<file path="src/rtl/buzzer_pkg.sv">
//==============================================================================
// buzzer_pkg : shared state encoding, LMAX helper and 50 MHz default timings
// Revision   : 1.0
//==============================================================================
`default_nettype none

package buzzer_pkg;

  typedef enum logic [2:0] {
    IDLE    = 3'd0,
    SOUND   = 3'd1,
    HOLD    = 3'd2,
    DECAY   = 3'd3,
    LOCKOUT = 3'd4
  } state_e;

  localparam int unsigned DEF_MIN_ON_CYC     = 2_500_000;   // 50 ms
  localparam int unsigned DEF_MAX_ON_CYC     = 100_000_000; // 2 s
  localparam int unsigned DEF_DECAY_STEP_CYC = 800_000;     // 16 ms
  localparam int unsigned DEF_PWM_BITS       = 4;

  function automatic int unsigned lmax(input int unsigned bits);
    return (32'd1 << bits) - 32'd1;
  endfunction

endpackage

`default_nettype wire

</file>
<file path="src/rtl/pwm_level_gate.sv">
//==============================================================================
// pwm_level_gate : volume gate (PWM vs level) and registered buzzer pin
// Revision       : 1.0   (PWM counter present only with BUZZER_DECAY_EN)
//==============================================================================
`default_nettype none

module pwm_level_gate
  import buzzer_pkg::*;
#(
  parameter int unsigned PWM_BITS = DEF_PWM_BITS
) (
  input  logic                clk,
  input  logic                rst_n,
  input  logic [PWM_BITS-1:0] level,
  input  logic                tone_in,
  output logic                buzzer
);

  localparam logic [PWM_BITS-1:0] c_lmax = PWM_BITS'(lmax(PWM_BITS));

  logic w_gate;
  logic buzzer_d, buzzer_q;

`ifdef BUZZER_DECAY_EN
  logic [PWM_BITS-1:0] pwm_cnt_d, pwm_cnt_q;

  // Full level bypasses the PWM so an undamped note is a clean square wave.
  always_comb begin
    pwm_cnt_d = pwm_cnt_q + PWM_BITS'(1);
    w_gate    = (level == c_lmax) || (pwm_cnt_q < level);
    buzzer_d  = tone_in & w_gate;
  end

  always_ff @(posedge clk or negedge rst_n) begin
    if (!rst_n) begin
      pwm_cnt_q <= '0;
      buzzer_q  <= 1'b0;
    end else begin
      pwm_cnt_q <= pwm_cnt_d;
      buzzer_q  <= buzzer_d;
    end
  end
`else
  always_comb begin
    w_gate   = (level == c_lmax);
    buzzer_d = tone_in & w_gate;
  end

  always_ff @(posedge clk or negedge rst_n) begin
    if (!rst_n) begin
      buzzer_q <= 1'b0;
    end else begin
      buzzer_q <= buzzer_d;
    end
  end
`endif

  assign buzzer = buzzer_q;

endmodule

`default_nettype wire

</file>
<file path="src/rtl/buzzer_gate.sv">
//==============================================================================
// buzzer_gate : buzzer output stage - minimum note, lockout, optional fade
// Revision    : 1.0   (fade-out enabled by defining BUZZER_DECAY_EN)
//==============================================================================
`default_nettype none

module buzzer_gate
  import buzzer_pkg::*;
#(
  parameter int unsigned MIN_ON_CYC     = DEF_MIN_ON_CYC,
  parameter int unsigned MAX_ON_CYC     = DEF_MAX_ON_CYC,
  parameter int unsigned DECAY_STEP_CYC = DEF_DECAY_STEP_CYC,
  parameter int unsigned PWM_BITS       = DEF_PWM_BITS
) (
  input  logic clk_50MHz,
  input  logic reset,
  input  logic tone_in,
  input  logic key_active,
  output logic buzzer,
  output logic busy,
  output logic timeout_flag
);

  localparam int unsigned         c_on_w    = (MAX_ON_CYC > 1) ? $clog2(MAX_ON_CYC) : 1;
  localparam logic [c_on_w-1:0]   c_on_last = c_on_w'(MAX_ON_CYC - 1);
  localparam logic [c_on_w-1:0]   c_on_min  = c_on_w'(MIN_ON_CYC - 1);
  localparam logic [PWM_BITS-1:0] c_lmax    = PWM_BITS'(lmax(PWM_BITS));

  // Illegal timing combinations leave this block empty; kept to document limits.
  if (MIN_ON_CYC < 1 || MAX_ON_CYC <= MIN_ON_CYC || DECAY_STEP_CYC < 1) begin : g_param_limits
  end

`ifdef BUZZER_DECAY_EN
  localparam state_e c_release_st = DECAY;
`else
  localparam state_e c_release_st = IDLE;
`endif

  state_e              state_d, state_q;
  logic [c_on_w-1:0]   on_cnt_d, on_cnt_q;
  logic                timeout_d, timeout_q;
  logic [c_on_w-1:0]   w_on_inc;
  logic [PWM_BITS-1:0] w_level;

`ifdef BUZZER_DECAY_EN
  localparam int unsigned       c_step_w    = (DECAY_STEP_CYC > 1) ? $clog2(DECAY_STEP_CYC) : 1;
  localparam logic [c_step_w-1:0] c_step_last = c_step_w'(DECAY_STEP_CYC - 1);

  logic [c_step_w-1:0] step_cnt_d, step_cnt_q;
  logic [PWM_BITS-1:0] level_d, level_q;
  logic                w_last_step;

  assign w_last_step = (step_cnt_q == c_step_last);
`endif

  assign w_on_inc = (&on_cnt_q) ? on_cnt_q : on_cnt_q + c_on_w'(1);

  always_comb begin
    state_d   = state_q;
    on_cnt_d  = on_cnt_q;
    timeout_d = timeout_q;
    unique case (state_q)
      IDLE: begin
        if (key_active) begin
          state_d   = SOUND;
          on_cnt_d  = '0;
          timeout_d = 1'b0;
        end
      end
      SOUND: begin
        on_cnt_d = w_on_inc;
        if (key_active && (on_cnt_q == c_on_last)) begin
          state_d   = LOCKOUT;
          timeout_d = 1'b1;
        end else if (!key_active) begin
          state_d = (on_cnt_q >= c_on_min) ? c_release_st : HOLD;
        end
      end
      HOLD: begin
        on_cnt_d = w_on_inc;
        if (key_active) begin
          state_d = SOUND;
        end else if (on_cnt_q == c_on_min) begin
          state_d = c_release_st;
        end
      end
`ifdef BUZZER_DECAY_EN
      DECAY: begin
        // A new press wins even over the step that would end the fade.
        if (key_active) begin
          state_d   = SOUND;
          on_cnt_d  = '0;
          timeout_d = 1'b0;
        end else if (w_last_step && (level_q == PWM_BITS'(1))) begin
          state_d = IDLE;
        end
      end
`endif
      LOCKOUT: begin
        if (!key_active) begin
          state_d = IDLE;
        end
      end
      default: state_d = IDLE;
    endcase
  end

`ifdef BUZZER_DECAY_EN
  always_comb begin
    level_d    = level_q;
    step_cnt_d = step_cnt_q;
    if ((state_d == SOUND) && (state_q != SOUND) && (state_q != HOLD)) begin
      level_d = c_lmax;
    end else if (state_d == LOCKOUT) begin
      level_d = '0;
    end else if (state_q == DECAY) begin
      if (w_last_step) begin
        step_cnt_d = '0;
        level_d    = level_q - PWM_BITS'(1);
      end else begin
        step_cnt_d = step_cnt_q + c_step_w'(1);
      end
    end
    if ((state_d == DECAY) && (state_q != DECAY)) begin
      step_cnt_d = '0;
    end
  end

  assign w_level = level_q;
`else
  assign w_level = ((state_q == SOUND) || (state_q == HOLD)) ? c_lmax : '0;
`endif

  always_ff @(posedge clk_50MHz or negedge reset) begin
    if (!reset) begin
      state_q    <= IDLE;
      on_cnt_q   <= '0;
      timeout_q  <= 1'b0;
`ifdef BUZZER_DECAY_EN
      step_cnt_q <= '0;
      level_q    <= '0;
`endif
    end else begin
      state_q    <= state_d;
      on_cnt_q   <= on_cnt_d;
      timeout_q  <= timeout_d;
`ifdef BUZZER_DECAY_EN
      step_cnt_q <= step_cnt_d;
      level_q    <= level_d;
`endif
    end
  end

  pwm_level_gate #(
    .PWM_BITS (PWM_BITS)
  ) u_pwm_level_gate (
    .clk     (clk_50MHz),
    .rst_n   (reset),
    .level   (w_level),
    .tone_in (tone_in),
    .buzzer  (buzzer)
  );

  assign busy         = (state_q != IDLE);
  assign timeout_flag = timeout_q;

endmodule

`default_nettype wire

</file>
<file path="config.mk">
export PLATFORM = sky130hd
export DESIGN_NAME = buzzer_gate
export DESIGN_NICKNAME = d
export VERILOG_FILES = /design/src/rtl/buzzer_pkg.sv /design/src/rtl/pwm_level_gate.sv /design/src/rtl/buzzer_gate.sv
export SDC_FILE = /design/constraint.sdc
export NUM_CORES = 1
export LEC_CHECK = 0
export ABC_AREA = 1
export BUFFER_PORTS_ARGS = -buffer_cell sky130_fd_sc_hd__clkbuf_2
export CORE_MARGIN = 2
export CORE_UTILIZATION = 45
export DETAILED_ROUTE_END_ITERATION = 12
export GPL_ROUTABILITY_DRIVEN = 0
export GPL_TIMING_DRIVEN = 0
export PLACE_DENSITY = 0.58
export SYNTH_ARGS = -nofsm -noshare
export SYNTH_HDL_FRONTEND = slang
export SYNTH_HIERARCHICAL = 1
export SYNTH_SLANG_ARGS = --single-unit
</file>
<file path="constraint.sdc">
create_clock -name clk_50MHz -period 4.6 [get_ports clk_50MHz]
set_input_delay 0.23 -clock clk_50MHz [delete_from_list [all_inputs] [get_ports clk_50MHz]]
set_output_delay 0.23 -clock clk_50MHz [all_outputs]
set_load 0.01 [all_outputs]
</file>
# [Word level (Yosys, flattened, before mapping)]
# Index checks and enable logic that the tools add are counted.
[word_totals] reg_bits=32 inputBits=4 out_inout_bits=3 word_cells=45
[classes] add_sub_neg=1 magnitude_cmp=1 n_eq_ne=12 muxes=15 bitwise_logic=1 n_reduce_logical=11
[op_table] op="two-way mux 27 bit" count=2
[op_table] op="one-hot mux 27 bit (2 select lines)" count=1
[op_table] op="adder 27 x 1 -> 27 bit (second input constant)" count=1
[op_table] op="== test 27 x 22 -> 1 bit (second input constant)" count=1
[op_table] op="== test 27 bit (second input constant)" count=1
[op_table] op="greater-or-equal comparator 27 x 22 -> 1 bit (second input constant)" count=1
[op_table] op="AND reduction 27 bit" count=1
[op_table] op="two-way mux 3 bit" count=6
[op_table] op="one-hot mux 3 bit (4 select lines)" count=1
[op_table] op="inequality test 2 bit (second input constant)" count=4
[op_table] op="inequality test 3 bit (second input constant)" count=2
[op_table] op="AND reduction 3 bit" count=2
[op_table] op="== test 4 bit (second input constant)" count=1
[op_table] op="two-way mux 4 bit" count=1
[op_table] op="AND reduction 4 bit" count=1
[op_table] op="nonzero test 2 bit" count=2
[op_table] op="== test 3 x 1 -> 1 bit (second input constant)" count=1
[op_table] op="== test 3 x 2 -> 1 bit (second input constant)" count=1
[op_table] op="== test 3 bit (second input constant)" count=1
[op_table] op="zero test 3 bit" count=1
[op_table] op="nonzero test 3 bit" count=1
[op_table] op="two-way mux 1 bit" count=2
[op_table] op="two-way mux 2 bit" count=1
[op_table] op="one-hot mux 1 bit (2 select lines)" count=1
[op_table] op="other kinds (4)" count=4

# [Depth between registers and ports, before layout]
# Gate-level depths: netlist of run 1.
[depth] ltp_word=5 mapped_depth=13

# [Modules after synthesis]
# The synthesis of run 1 kept the hierarchy.
[modules_own_cells] mod="buzzer_gate" instances=1 cells_per_inst=399 area_per_inst_um2=2464.9
[modules_own_cells] mod="pwm_level_gate" instances=1 cells_per_inst=4 area_per_inst_um2=37.5

# [Worst setup path before layout of run 1]
# No wires, ideal clock.
[synth_timing] path_type="reg2reg" startpoint="register on_cnt_q[0]" endpoint="register on_cnt_q[9]" arrival_ns=1.574 path_slack_ns=2.905 stages_incl_launch_ff=14 path_cell_list="dfrtp_1 -> ha_1 -> nand2_2 -> nor2_4 -> nand2_2 -> inv_2 -> nand3_1 -> nor2_1 -> nand2_1 -> nand2_2 -> inv_2 -> buf_6 -> nand2_1 -> o21ai_2"
[synth_via] elab_chain_len=3
[synth_lines] element="start: declaration" line_no="buzzer_gate.sv:40" rtl="logic [c_on_w-1:0] on_cnt_d, on_cnt_q;"
[synth_lines] element="start signal: assignment" line_no="buzzer_gate.sv:145" rtl="on_cnt_q <= on_cnt_d;"
[synth_lines] element="adder 27 x 1 -> 27 bit / AND reduction 27 bit (equally long branches)" line_no="buzzer_gate.sv:56" rtl="assign w_on_inc = (&on_cnt_q) ? on_cnt_q : on_cnt_q + c_on_w'(1);"
[synth_lines] element="two-way mux 27 bit / inequality test 2 bit (equally long branches)"
[synth_lines] element="one-hot mux 27 bit (2 select lines) / AND reduction 3 bit (equally long branches)"
# Several ways; a longest one is shown, not always the timed one. The select of a mux whose other input is x is not followed.
# A chain may end at the register's enable or synchronous reset.

# [Final worst setup path of run 1]
[layout_timing] startpoint="register on_cnt_q[0]" endpoint="register on_cnt_q[11]"
# The elaborated chain is that of the path after synthesis.

==> results of run 1 <==
routing by layer:
| metal | global-route usage [%] | wire length, µm | share of wire [%] |
|---|---|---|---|
| met5 | 0 | 0 | 0 |
| met3 | 3.563 | 355 | 4.7 |
| met2 | 42.65 | 3324 | 44 |
| met1 | 37.32 | 3684 | 49 |
| met4 | 8.947 | 168 | 2.2 |
cells by family after synthesis:
| group | Yosys count | share of synthesized area (%) |
|---|---|---|
| xor gates and xnor gates | 6 | 2.100 |
| adders and majority gates | 1 | 0.4999 |
| buffers and inverters | 55 | 9.250 |
| DFF | 32 | 32.00 |
| AOI/OAI and AO/OA | 35 | 9.550 |
| and+or+nand+nor | 274 | 46.60 |
cells in the final DEF, fill, tap and decap left out, types with 8 or more instances in the layout:
cell	n
dfrtp_1	32
inv_2	8
nor3_1	16
o21ai_2	16
nand2_1	121
nand4_1	10
nand3_1	44
inv_1	39
nor2_1	72
o21ai_0	17
where the power goes:
group,switching (mW),total (mW),internal (mW)
registers,0.0903,0.430,0.339
logic,0.408,0.574,0.166
clock network,0.117,0.308,0.191
worst max-delay path, delay by kind of cell, from the launching register on:
kind	cells	cell delay, ns
buffers and inverters	3	0.32
AO/OA/AOI/OAI	1	0.05
AND/OR/NAND/NOR	8	0.93
adder cells (fa/ha/maj)	1	0.30
flip-flops	1	0.42
cell type report:
type                            instances  area (µm²)  area share (%)
Clock buffer                            7       96.34           3.505
Sequential cell                        32       800.8           29.13
Multi-Input combinational cell        316        1470           53.48
Timing Repair Buffer                    6       30.03           1.092
Buffer                                  8       55.05           2.003
Tap cell                               72       90.09           3.277
Clock inverter                          1       30.03           1.092
Inverter                               47       176.4           6.418
registers in the layout, summed over array words and instances, names as in the netlist:
register	count
timeout_flag	1
u_pwm_level_gate/buzzer	1
state_q	3
on_cnt_q	27
stage by stage:
stage	hold slack [ns]	setup slack [ns]
after floorplan	-0.06559	2.905
after global placement	0.3780	2.546
after detailed placement	0.3868	2.519
after CTS	0.07106	2.511
after global routing	0.1368	2.337
final	0.03198	2.471
final timing paths:
path	start	to	slack (ns)
min	reset	on_cnt_q[26]	0.03
min in group clk_50MHz	tone_in	u_pwm_level_gate/buzzer	0.13
min reg2reg	timeout_flag	timeout_flag	0.52
max	on_cnt_q[0]	on_cnt_q[11]	2.47
max reg2reg	on_cnt_q[0]	on_cnt_q[11]	2.47
max in group asynchronous	reset	state_q[1]	4.02
==> flow_summary.json, run 1 <==
{
  "hold_viol": 0,
  "grt_max_degree": 33,
  "ctsHoldBuffers": 0,
  "ctsResizeCount": 0,
  "crit_arrival_ns": 2.31,
  "reg2reg_depth": 13,
  "slowest_delay_ns": 0.42,
  "ant_nets": 0,
  "syn_area_um2": 2502,
  "crit_slowest_cell": "dfrtp_1",
  "total_power_mw": 1.312,
  "clock_sinks": 32,
  "post-route-period-util_pct": 46.28,
  "period_minus_slack_ns": 2.129,
  "cts_max_level": 2,
  "worstPathCellList": "ha_1, nand2_2, nor2_4, nand2_2, inv_2, nand3_1, nor2_1, nand2_1, nand2_2, inv_2, buf_6, nand2_1, o21ai_2",
  "ys_ff_latch": 32,
  "routed-via-count": 2602,
  "finClkSkew_ns": 0.008073,
  "cts-root-buf": "clkbuf_8",
  "clk_pin_slew_ns": 0.08,
  "synthArstFlopShare_pct": 100.0,
  "grt_pass1_vias": 2457,
  "endpoint_kind": "register",
  "ys_types": 24,
  "grt_antenna_before_repair": 0,
  "start_util_pct": 46.01,
  "ioPinCount": 7,
  "slew_headroom_pct": 43.27,
  "antenna_cells": 0,
  "syn-num-nets": 408,
  "drtPass1Iterations": 5,
  "cp_max_fo": 10,
  "worst_ir_drop_vdd_v": 0.0005166,
  "dp_cells": 481,
  "critPathLaunchType": "register",
  "synth.avg_cell_area_um2": 6.209,
  "post-synth-top-count-cell": "nand2_1",
  "synth_area_leaders": "dfrtp_1, nand2_1, nor2_1",
  "status": "complete, no violations",
  "hpwlAfterDp_um": 5804,
  "drt_iter0_markers": 211,
  "ys_warn_count": 6,
  "post_drt_wl_per_cell_um": 15.40,
  "synth_edf_count": 0,
  "portBuffers": 6,
  "synthToLayoutAreaGrowth_pct": 9.850,
  "power_density_nw_per_um2": 477.2,
  "rows": 27,
  "critPathKind": "register to register",
  "numCtsBuffers": 5,
  "cts_buffer_depth": 2,
  "synth_area_leader_cell": "dfrtp_1",
  "tns_ns": 0,
  "worstPathRequired_ns": 4.78,
  "synth_ff_type": "dfrtp_1",
  "instances_no_fill": 489,
  "wl_um": 7532,
  "design.core.area_um2": 5439,
  "dpl_cell_area_um2": 2623,
  "hold_path_class": "input port to asynchronous set/reset pin",
  "maxCapViolCount": 0,
  "worst_pin_slew_ns": 0.8509,
  "die_h_um": 78.57,
  "drc_errors": 0,
  "cp_common_cell": "nand2_2",
  "utilization_pct": 50.54,
  "rsz0062_at_grt": "false",
  "grt_pass1_wl_um": 12460,
  "clock_latency_ns": 0.29,
  "setup_viol": 0,
  "track_usage_pct": 26.75,
  "cts_tree": "yes",
  "viasPerCell": 5.321,
  "synth_top_cells_by_count": "nand2_1, nor2_1, nand3_1",
  "post_cts_buffers": 0,
  "final_area_um2": 2749,
  "max_freq_mhz": 469.8,
  "dieArea_um2": 6173,
  "layout-drive-gt1-share_pct": 12.71,
  "slew_viol_final": 0,
  "cellLeakagePower_nw": 1.204,
  "final_nets": 421,
  "synth_seq_area_share_pct": 32.00,
  "gr-total-overflow": 0,
  "fillCellCount": 585,
  "die_w_um": 78.57,
  "synth_top_area_share_pct": 32.00,
  "netlist_instances": 403
}
Note: power is estimated with default switching activity, not from simulation.
==> inputs of run 2 (changes only) <==
==> constraint.sdc (replaced) <==
create_clock -name clk_50MHz -period 2.1 [get_ports clk_50MHz]
set_input_delay 0.105 -clock clk_50MHz [delete_from_list [all_inputs] [get_ports clk_50MHz]]
set_output_delay 0.105 -clock clk_50MHz [all_outputs]
set_load 0.01 [all_outputs]
==> run 2 against run 1 <==
Via count up 0.42%. Die area unchanged. Core utilization up 1.0 points. Wire length up 1.2%. Highest routed layer unchanged.
==> flow_summary.json, run 2 (synthesis results as in run 1) <==
{
  "rows": 27,
  "endpoint_kind": "register",
  "fillCellCount": 580,
  "ant_nets": 0,
  "cts-root-buf": "clkbuf_8",
  "worst_ir_drop_vdd_v": 0.001174,
  "hold_path_class": "input port to register",
  "multi_input_area_um2": 1493,
  "hpwlAfterDp_um": 5804,
  "crit_slowest_cell": "dfrtp_1",
  "cp_max_fo": 10,
  "antenna_cells": 0,
  "regMostFlops": "on_cnt_q",
  "worstPathRequired_ns": 2.28,
  "cp_common_cell": "nand2_2",
  "synthToLayoutAreaGrowth_pct": 12.05,
  "layout_common_cells": "nand2_1, nor2_1, nand3_1",
  "whs_ns": 0.005254,
  "dieArea_um2": 6173,
  "post_drt_wl_per_cell_um": 15.47,
  "cts_tree": "yes",
  "slew_viol_final": 0,
  "cts_buffer_depth": 2,
  "setup_viol": 0,
  "finClkSkew_ns": 0.008821,
  "rsz0062_at_grt": "false",
  "period_minus_slack_ns": 1.994,
  "crit_arrival_ns": 2.18,
  "die_h_um": 78.57,
  "design.core.area_um2": 5439,
  "mostFrequentLayoutCell": "nand2_1",
  "grt_max_degree": 33,
  "clock_sinks": 32,
  "tns_ns": 0,
  "drt_iter0_markers": 235,
  "critPathLaunchType": "register",
  "slowest_delay_ns": 0.44,
  "viasPerCell": 5.300,
  "grt_pass1_wl_um": 12460,
  "hold_viol": 0,
  "grt_pass1_vias": 2457,
  "critPathKind": "register to register",
  "wl_um": 7625,
  "drc_errors": 0,
  "status": "complete, no violations",
  "reg_top3": "on_cnt_q: 27 flops, state_q: 3 flops",
  "total_power_mw": 2.908,
  "numCtsBuffers": 5,
  "gr-total-overflow": 0,
  "post-route-period-util_pct": 94.96,
  "worstPathCellList": "ha_4, nand2_2, nor2_4, nand2_2, inv_2, nand3_1, nor2_2, nand2_2, nand2_2, inv_2, buf_6, nand2_1, o21ai_2",
  "clock_latency_ns": 0.29,
  "die_w_um": 78.57,
  "maxCapViolCount": 0,
  "routed-via-count": 2613,
  "drtPass1Iterations": 5,
  "wl_met3_um": 389,
  "worst_pin_slew_ns": 0.8599,
  "cellLeakagePower_nw": 1.225,
  "cts_max_level": 2,
  "layout-drive-gt1-share_pct": 14.01,
  "ioPinCount": 7,
  "clk_pin_slew_ns": 0.08,
  "portBuffers": 6,
  "start_util_pct": 46.01,
  "grt_antenna_before_repair": 0,
  "utilization_pct": 51.55,
  "seqCellArea_um2": 800.8,
  "max_freq_mhz": 501.5,
  "track_usage_pct": 26.73,
  "wl_met1_um": 3663,
  "final_nets": 425,
  "dr_wl_met2_um": 3435,
  "power_density_nw_per_um2": 1037,
  "slew_headroom_pct": 42.67,
  "routed.top_layer": "met4",
  "largest_reg_flops": 27
}
==> run 2: final cells by class <==
class                      instances  area share (%)
timing repair buffer              10           2.231
buffer                             8           1.963
sequential                        32           28.56
tap                               72           3.213
multi-input combinational        316           53.24
clock inverter                     1           1.071
clock buffer                       7           3.436
inverter                          47           6.292
==> run 2: through the flow <==
stage | std cells | area [µm²] | setup WS [ns]
2_1_floorplan | 403 | 2502 | 0.4046
3_3_place_gp | 481 | 2623 | 0.04573
3_5_place_dp | 481 | 2623 | 0.01903
4_1_cts | 490 | 2759 | 0.01104
5_1_grt | 493 | 2804 | 0.003229
6_report | 493 | 2804 | 0.1058
==> run 2: final timing paths <==
check	startpoint	to	slack (ns)	cells past startpoint
max reg2reg	on_cnt_q[0]	on_cnt_q[11]	0.11	13
min	tone_in	u_pwm_level_gate/buzzer	0.005	3
min reg2reg	timeout_flag	timeout_flag	0.52	2
max	on_cnt_q[0]	on_cnt_q[11]	0.11	13
max in group asynchronous	reset	on_cnt_q[14]	1.10	2
min in group asynchronous	reset	on_cnt_q[18]	0.45	2
==> run 2: timing repair <==
action | 4_1_cts | 5_1_grt
hold buffers | 1 | 0
buffers inserted | 0 | 3
endpoints found under the hold margin | 32 | 0
resized for setup | 0 | 5
endpoints found under the setup margin | 0 | 27
==> run 2: power by group <==
group / switching, mW / leakage (nW) / total, mW / internal, mW
combinational: 0.907 / 0.721 / 1.29 / 0.381
clock: 0.255 / 0.0645 / 0.674 / 0.419
sequential: 0.202 / 0.440 / 0.945 / 0.743
==> run 2: routing by layer <==
metal	vias up	GRT usage [%]
met1	1188	37.39
met5	-	0
met2	88	42.48
met3	13	3.563
li1	1324	-
met4	0	8.947
==> run 2: worst max-delay path: cells and delay by family, from the launching register on <==
family          cells  cell delay [ns]
compound gates      1             0.05
fa+ha+maj           1             0.19
buf+inv             3             0.32
flops               1             0.44
simple gates        8             0.88
